[src/rtl/uart_tx_cfg.sv]
// uart_tx_cfg - parametrised UART transmitter with an internal bit-period counter.
//
// Frame: start(0), DATA_BITS data bits LSB first, optional parity bit,
// STOP_BITS stop bits (1). Each bit lasts BPS = CLK_FREQ/BAUD_RATE cycles.
//
// Ports:
//   clk        in   rising-edge clock
//   rst        in   synchronous reset, active-high
//   din        in   word to send (DATA_BITS wide)
//   din_valid  in   din is valid
//   din_ready  out  word accepted on this edge when din_valid is also high
//   txd        out  serial line, idle high (registered)
//   busy       out  frame in progress
//   done       out  one-cycle pulse in the first idle cycle after a frame (registered)
module uart_tx_cfg #(
    parameter int CLK_FREQ  = 65_000_000,
    parameter int BAUD_RATE = 115200,
    parameter int DATA_BITS = 8,
    parameter int PARITY    = 0,
    parameter int STOP_BITS = 1
) (
    input  logic                 clk,
    input  logic                 rst,
    input  logic [DATA_BITS-1:0] din,
    input  logic                 din_valid,
    output logic                 din_ready,
    output logic                 txd,
    output logic                 busy,
    output logic                 done
);

    localparam int BPS = CLK_FREQ / BAUD_RATE;
    localparam int CW  = (BPS > 1) ? $clog2(BPS) : 1;
    localparam int IW  = (DATA_BITS > 1) ? $clog2(DATA_BITS + 1) : 1;

    localparam logic [CW-1:0] CNT_LAST  = CW'(BPS - 1);
    localparam logic [IW-1:0] DATA_LAST = IW'(DATA_BITS - 1);
    localparam logic [IW-1:0] STOP_LAST = IW'(STOP_BITS - 1);

    if (BPS < 2) begin : g_chk_bps
        $error("uart_tx_cfg: CLK_FREQ/BAUD_RATE must be >= 2");
    end
    if (DATA_BITS < 5 || DATA_BITS > 9) begin : g_chk_data
        $error("uart_tx_cfg: DATA_BITS must be 5..9");
    end
    if (PARITY < 0 || PARITY > 2) begin : g_chk_parity
        $error("uart_tx_cfg: PARITY must be 0, 1 or 2");
    end
    if (STOP_BITS != 1 && STOP_BITS != 2) begin : g_chk_stop
        $error("uart_tx_cfg: STOP_BITS must be 1 or 2");
    end

    typedef enum logic [2:0] {
        ST_IDLE,
        ST_START,
        ST_DATA,
        ST_PARITY,
        ST_STOP
    } state_t;

    state_t                 state_q, state_d;
    logic [CW-1:0]          cnt_q, cnt_d;
    logic [IW-1:0]          idx_q, idx_d;
    logic [DATA_BITS-1:0]   shreg_q, shreg_d;
    logic                   par_q, par_d;
    logic                   txd_d, done_d;
    logic                   tick;

    assign din_ready = (state_q == ST_IDLE) & ~rst;
    assign busy      = (state_q != ST_IDLE);

    // State register and datapath registers
    always_ff @(posedge clk) begin
        if (rst) begin
            state_q <= ST_IDLE;
            cnt_q   <= '0;
            idx_q   <= '0;
            shreg_q <= '0;
            par_q   <= 1'b0;
            txd     <= 1'b1;
            done    <= 1'b0;
        end else begin
            state_q <= state_d;
            cnt_q   <= cnt_d;
            idx_q   <= idx_d;
            shreg_q <= shreg_d;
            par_q   <= par_d;
            txd     <= txd_d;
            done    <= done_d;
        end
    end

    // Next-state logic. idx counts data bits in DATA and stop bits in STOP,
    // so two stop bits are one STOP state lasting 2*BPS cycles.
    always_comb begin
        state_d = state_q;
        cnt_d   = cnt_q;
        idx_d   = idx_q;
        shreg_d = shreg_q;
        par_d   = par_q;
        tick    = (cnt_q == CNT_LAST);

        if (state_q != ST_IDLE) begin
            cnt_d = tick ? '0 : cnt_q + 1'b1;
        end

        unique case (state_q)
            ST_IDLE: begin
                if (din_valid && din_ready) begin
                    state_d = ST_START;
                    cnt_d   = '0;
                    idx_d   = '0;
                    shreg_d = din;
                    par_d   = (PARITY == 1) ? ~^din : ^din;
                end
            end
            ST_START: begin
                if (tick) begin
                    state_d = ST_DATA;
                end
            end
            ST_DATA: begin
                if (tick) begin
                    if (idx_q == DATA_LAST) begin
                        state_d = (PARITY != 0) ? ST_PARITY : ST_STOP;
                        idx_d   = '0;
                    end else begin
                        idx_d   = idx_q + 1'b1;
                        shreg_d = shreg_q >> 1;
                    end
                end
            end
            ST_PARITY: begin
                if (tick) begin
                    state_d = ST_STOP;
                end
            end
            ST_STOP: begin
                if (tick) begin
                    if (idx_q == STOP_LAST) begin
                        state_d = ST_IDLE;
                    end else begin
                        idx_d = idx_q + 1'b1;
                    end
                end
            end
            default: begin
                state_d = ST_IDLE;
            end
        endcase
    end

    // Output logic: txd/done are computed from the next state so the
    // registered outputs line up with the state they describe.
    always_comb begin
        txd_d  = 1'b1;
        done_d = (state_q == ST_STOP) && (state_d == ST_IDLE);
        unique case (state_d)
            ST_START:  txd_d = 1'b0;
            ST_DATA:   txd_d = shreg_d[0];
            ST_PARITY: txd_d = par_q;
            default:   txd_d = 1'b1;
        endcase
    end

endmodule

[config.mk]
export PLATFORM = sky130hd
export DESIGN_NAME = uart_tx_cfg
export DESIGN_NICKNAME = d
export VERILOG_FILES = /design/src/rtl/uart_tx_cfg.sv
export SDC_FILE = /design/constraint.sdc
export NUM_CORES = 1
export LEC_CHECK = 0
export BUFFER_PORTS_ARGS = -buffer_cell sky130_fd_sc_hd__buf_2
export CORE_ASPECT_RATIO = 0.8
export CORE_MARGIN = 4
export CORE_UTILIZATION = 50
export DETAILED_ROUTE_END_ITERATION = 16
export GPL_TIMING_DRIVEN = 0
export PLACE_DENSITY_LB_ADDON = 0.15
export SYNTH_ARGS = -nofsm -noshare
export SYNTH_HDL_FRONTEND = slang
export SYNTH_SLANG_ARGS = --single-unit
[constraint.sdc]
create_clock -name clk -period 2.3 [get_ports clk]
set_input_delay 0.575 -clock clk [delete_from_list [all_inputs] [get_ports clk]]
set_output_delay 0.575 -clock clk [all_outputs]
set_load 0.05 [all_outputs]
==> summary.json <==
{
  "die_h_um": 58.5,
  "vias": 1509,
  "vdd_drop_max_mv": 0.386,
  "tritoncts_clock_tree": "yes",
  "instances_no_fill": 250,
  "vias_per_cell": 6.04,
  "placement.io_buffers": 14,
  "worstSetupStartpoint": "state_q[1]",
  "rsz0062_at_grt": "false",
  "timing.fmax_mhz": 449,
  "die-area_um2": 4160,
  "synth.yosys.seq_area_share": 0.352,
  "cp_data_required_time_ns": 1.73,
  "final_area_um2": 1810,
  "routed_wl_um": 3810,
  "syn_area_per_cell_um2": 8.30,
  "placement.cell_area_um2": 1710,
  "cts-hold-fix-buffers": 0,
  "timing.final.max_slew_violations": 0,
  "placedCellCount": 246,
  "seq_area_um2": 564,
  "r2r-start": "cnt_q[1]",
  "detail-route-antenna-nets": 0,
  "ioPinCount": 15,
  "dpl.hpwl_um": 2720,
  "fp.coreArea_um2": 3060,
  "worst_slew_margin_rel": 0.527,
  "drt_drc_violations_left": 0,
  "finalHoldWorstSlack_ns": 0.476,
  "multi_input_comb_area_um2": 991,
  "power_density_nw_per_um2": 579,
  "antenna_found_initial": 0,
  "detail_route.wl_per_cell_um": 15.2,
  "tns_setup_ns": 0,
  "final_period_minus_worst_setup_slack_ns": 2.23,
  "yosys.area.top_type_share": 0.352,
  "finalHoldViolations": 0,
  "drt_iter0_markers": 121,
  "n_fill_cell": 307,
  "post_synth_num_cell_types": 47,
  "pin_count_of_the_biggest_net_entering_global_routing": 17,
  "cts.clk_slew.worst_paths_ns": 0.10,
  "outcome": "finished clean",
  "number_of_instances_in_the_synthesized_netlist": 192,
  "launch_instance_of_the_worst_min_delay_path": "shreg_q[6]",
  "worst-slew-pin-transition_ns": 0.704,
  "timing.critical_path.arrival_ns": 1.65,
  "timing.final.setup_violations": 0,
  "cellLeakagePower_uw": 0.000613,
  "numClockSinks": 28,
  "ys_ff_latch": 28,
  "cap_viol_max_count": 0,
  "clock_insertion_delay_worst_skew_ns": 0.28,
  "die_w_um": 71.1,
  "syn-num-nets": 206,
  "clk_path_buf_depth": 2,
  "cp-start-kind": "register",
  "fin_util": 0.589,
  "grt_pass1_wl_um": 6170,
  "areaGrowthSynthToFinish_pct": 13.4,
  "synth.cell_area_um2": 1590,
  "hold_crit_path_type": "register to register",
  "pre_antenna_drt_iters": 4,
  "crit_path_end_kind": "output pin",
  "final_weighted_congestion_in_routability_driven_placement": 0.875,
  "final_nets": 225,
  "grt_pass1_vias": 1322,
  "num_antenna_cells": 0,
  "cp_max_fo": 10,
  "post-synth-top-area-cell": "sky130_fd_sc_hd__dfxtp_1",
  "globalRoute.totalOverflow": 0,
  "yosys_warnings": 0,
  "finalClockSkew_ns": 0.00396,
  "global_route.usage.total": 0.189,
  "layout-drive-gt1-share": 0.186,
  "floorplan.initialDensity": 0.520,
  "rows": 18,
  "cts-buffers-inserted": 3,
  "cts_htree_levels": 1,
  "synth.top_cells.by_area": "sky130_fd_sc_hd__dfxtp_1 35%, sky130_fd_sc_hd__a21oi_1 6.6%, sky130_fd_sc_hd__nor2_1 4.7%, sky130_fd_sc_hd__o21ai_0 4.4%, sky130_fd_sc_hd__xnor2_1 3.8%",
  "post-cts-setup-buffers": 0,
  "ctsRootBufferMaster": "sky130_fd_sc_hd__clkbuf_8",
  "post-route-period-util": 0.969,
  "crit_path_category": "register to output pin"
}
## area by class of cell
| class | count | area share |
|---|---|---|
| multi-input combinational | 150 | 0.549 |
| sequential | 28 | 0.313 |
| timing repair buffer | 14 | 0.0388 |
| tap | 40 | 0.0277 |
| clock buffer | 3 | 0.0229 |
| buffer | 8 | 0.0201 |
| clock inverter | 1 | 0.0166 |
| inverter | 6 | 0.0125 |
## routing by layer
metal	up-vias	GRT usage	routed length, um
met2	48	0.310	1770
met3	5	0.0410	232
met5	-	0	0
met1	715	0.249	1760
met4	0	0.0590	45
li1	741	-	-
## critical path: stages, from the launching register on
cell                      delay (ns)
sky130_fd_sc_hd__dfxtp_1        0.30
sky130_fd_sc_hd__buf_2          0.18
sky130_fd_sc_hd__nor3_4         0.35
sky130_fd_sc_hd__inv_2          0.15
sky130_fd_sc_hd__nor2_1         0.11
sky130_fd_sc_hd__buf_2          0.27
## sequential cells by signal, summed over array words and instances (netlist names)
signal   flops
par_q        1
cnt_q       10
txd          1
idx_q        4
state_q      3
done         1
shreg_q      8
## cell usage after synthesis, drive strengths merged
master	n
a2111oi	2
a211o	1
a211oi	1
a21oi	21
a22oi	7
a311oi	3
a31o	1
a31oi	3
and2	1
and3	2
and4	1
buf	5
clkbuf	3
dfxtp	28
ha	3
inv	6
mux2i	2
nand2	14
nand2b	3
nand3	5
nand3b	3
nand4	4
nand4b	3
nor2	20
nor2b	6
nor3	5
nor3b	2
nor4	2
nor4b	1
o211ai	2
o21ai	14
o22a	1
o22ai	1
o31a	1
o31ai	2
or3	1
or3b	2
or4	1
or4b	1
xnor2	7
xor2	1
## path summary, 6_finish.rpt
path	end	slack, ns	cells past startpoint
max reg2reg	txd	0.14	6
min	shreg_q[6]	0.48	2
max	din_ready	0.07	5
min reg2reg	shreg_q[6]	0.48	2
## cells in the final DEF, fill, tap and decap left out, drive strengths merged, types with 3 or more instances in the layout
cell,netlist,final
ha,3,3
a22oi,7,7
nand2b,3,3
clkbuf,3,6
a311oi,3,3
inv,6,6
nand2,14,14
nand3b,3,3
nand4b,3,3
nor2b,6,6
nor3,5,5
a31oi,3,3
o21ai,14,14
nand4,4,4
buf,5,19
xnor2,7,7
nor2,20,20
a21oi,21,21
nand3,5,5
dfxtp,28,28
## where the power goes
group,leakage (uW),internal (uW),switching (uW)
sequential,0.000229,499,9.08
combinational,0.000349,50.2,91.6
clock,0.0000357,234,162
total,0.000613,783,263
## kinds of logic (layout without fill, tap and decap cells)
kind of cell    after synthesis  after routing  share of synthesized area
compound gates               60             60                      0.244
xor+xnor                      8              8                     0.0440
fa+ha+maj                     3              3                     0.0236
buf+inv                      14             32                     0.0369
flops                        28             28                      0.352
mux                           2              2                     0.0126
simple gates                 77             77                      0.287
## repair_timing
item / in CTS / in global routing
endpoints found under the setup margin: 1 / 10
gates cloned: 0 / 0
gates resized for setup: 1 / 6
pin swaps: 0 / 1
## per-stage QoR
stage,total power [uW],setup slack (ns)
after floorplan,615,0.0471
after global placement,653,0.00815
after detailed placement,656,-0.0184
after CTS,1050,0.00116
after global routing,1090,0.0127
final,1050,0.0708
Note: power is estimated with default switching activity, not from simulation.
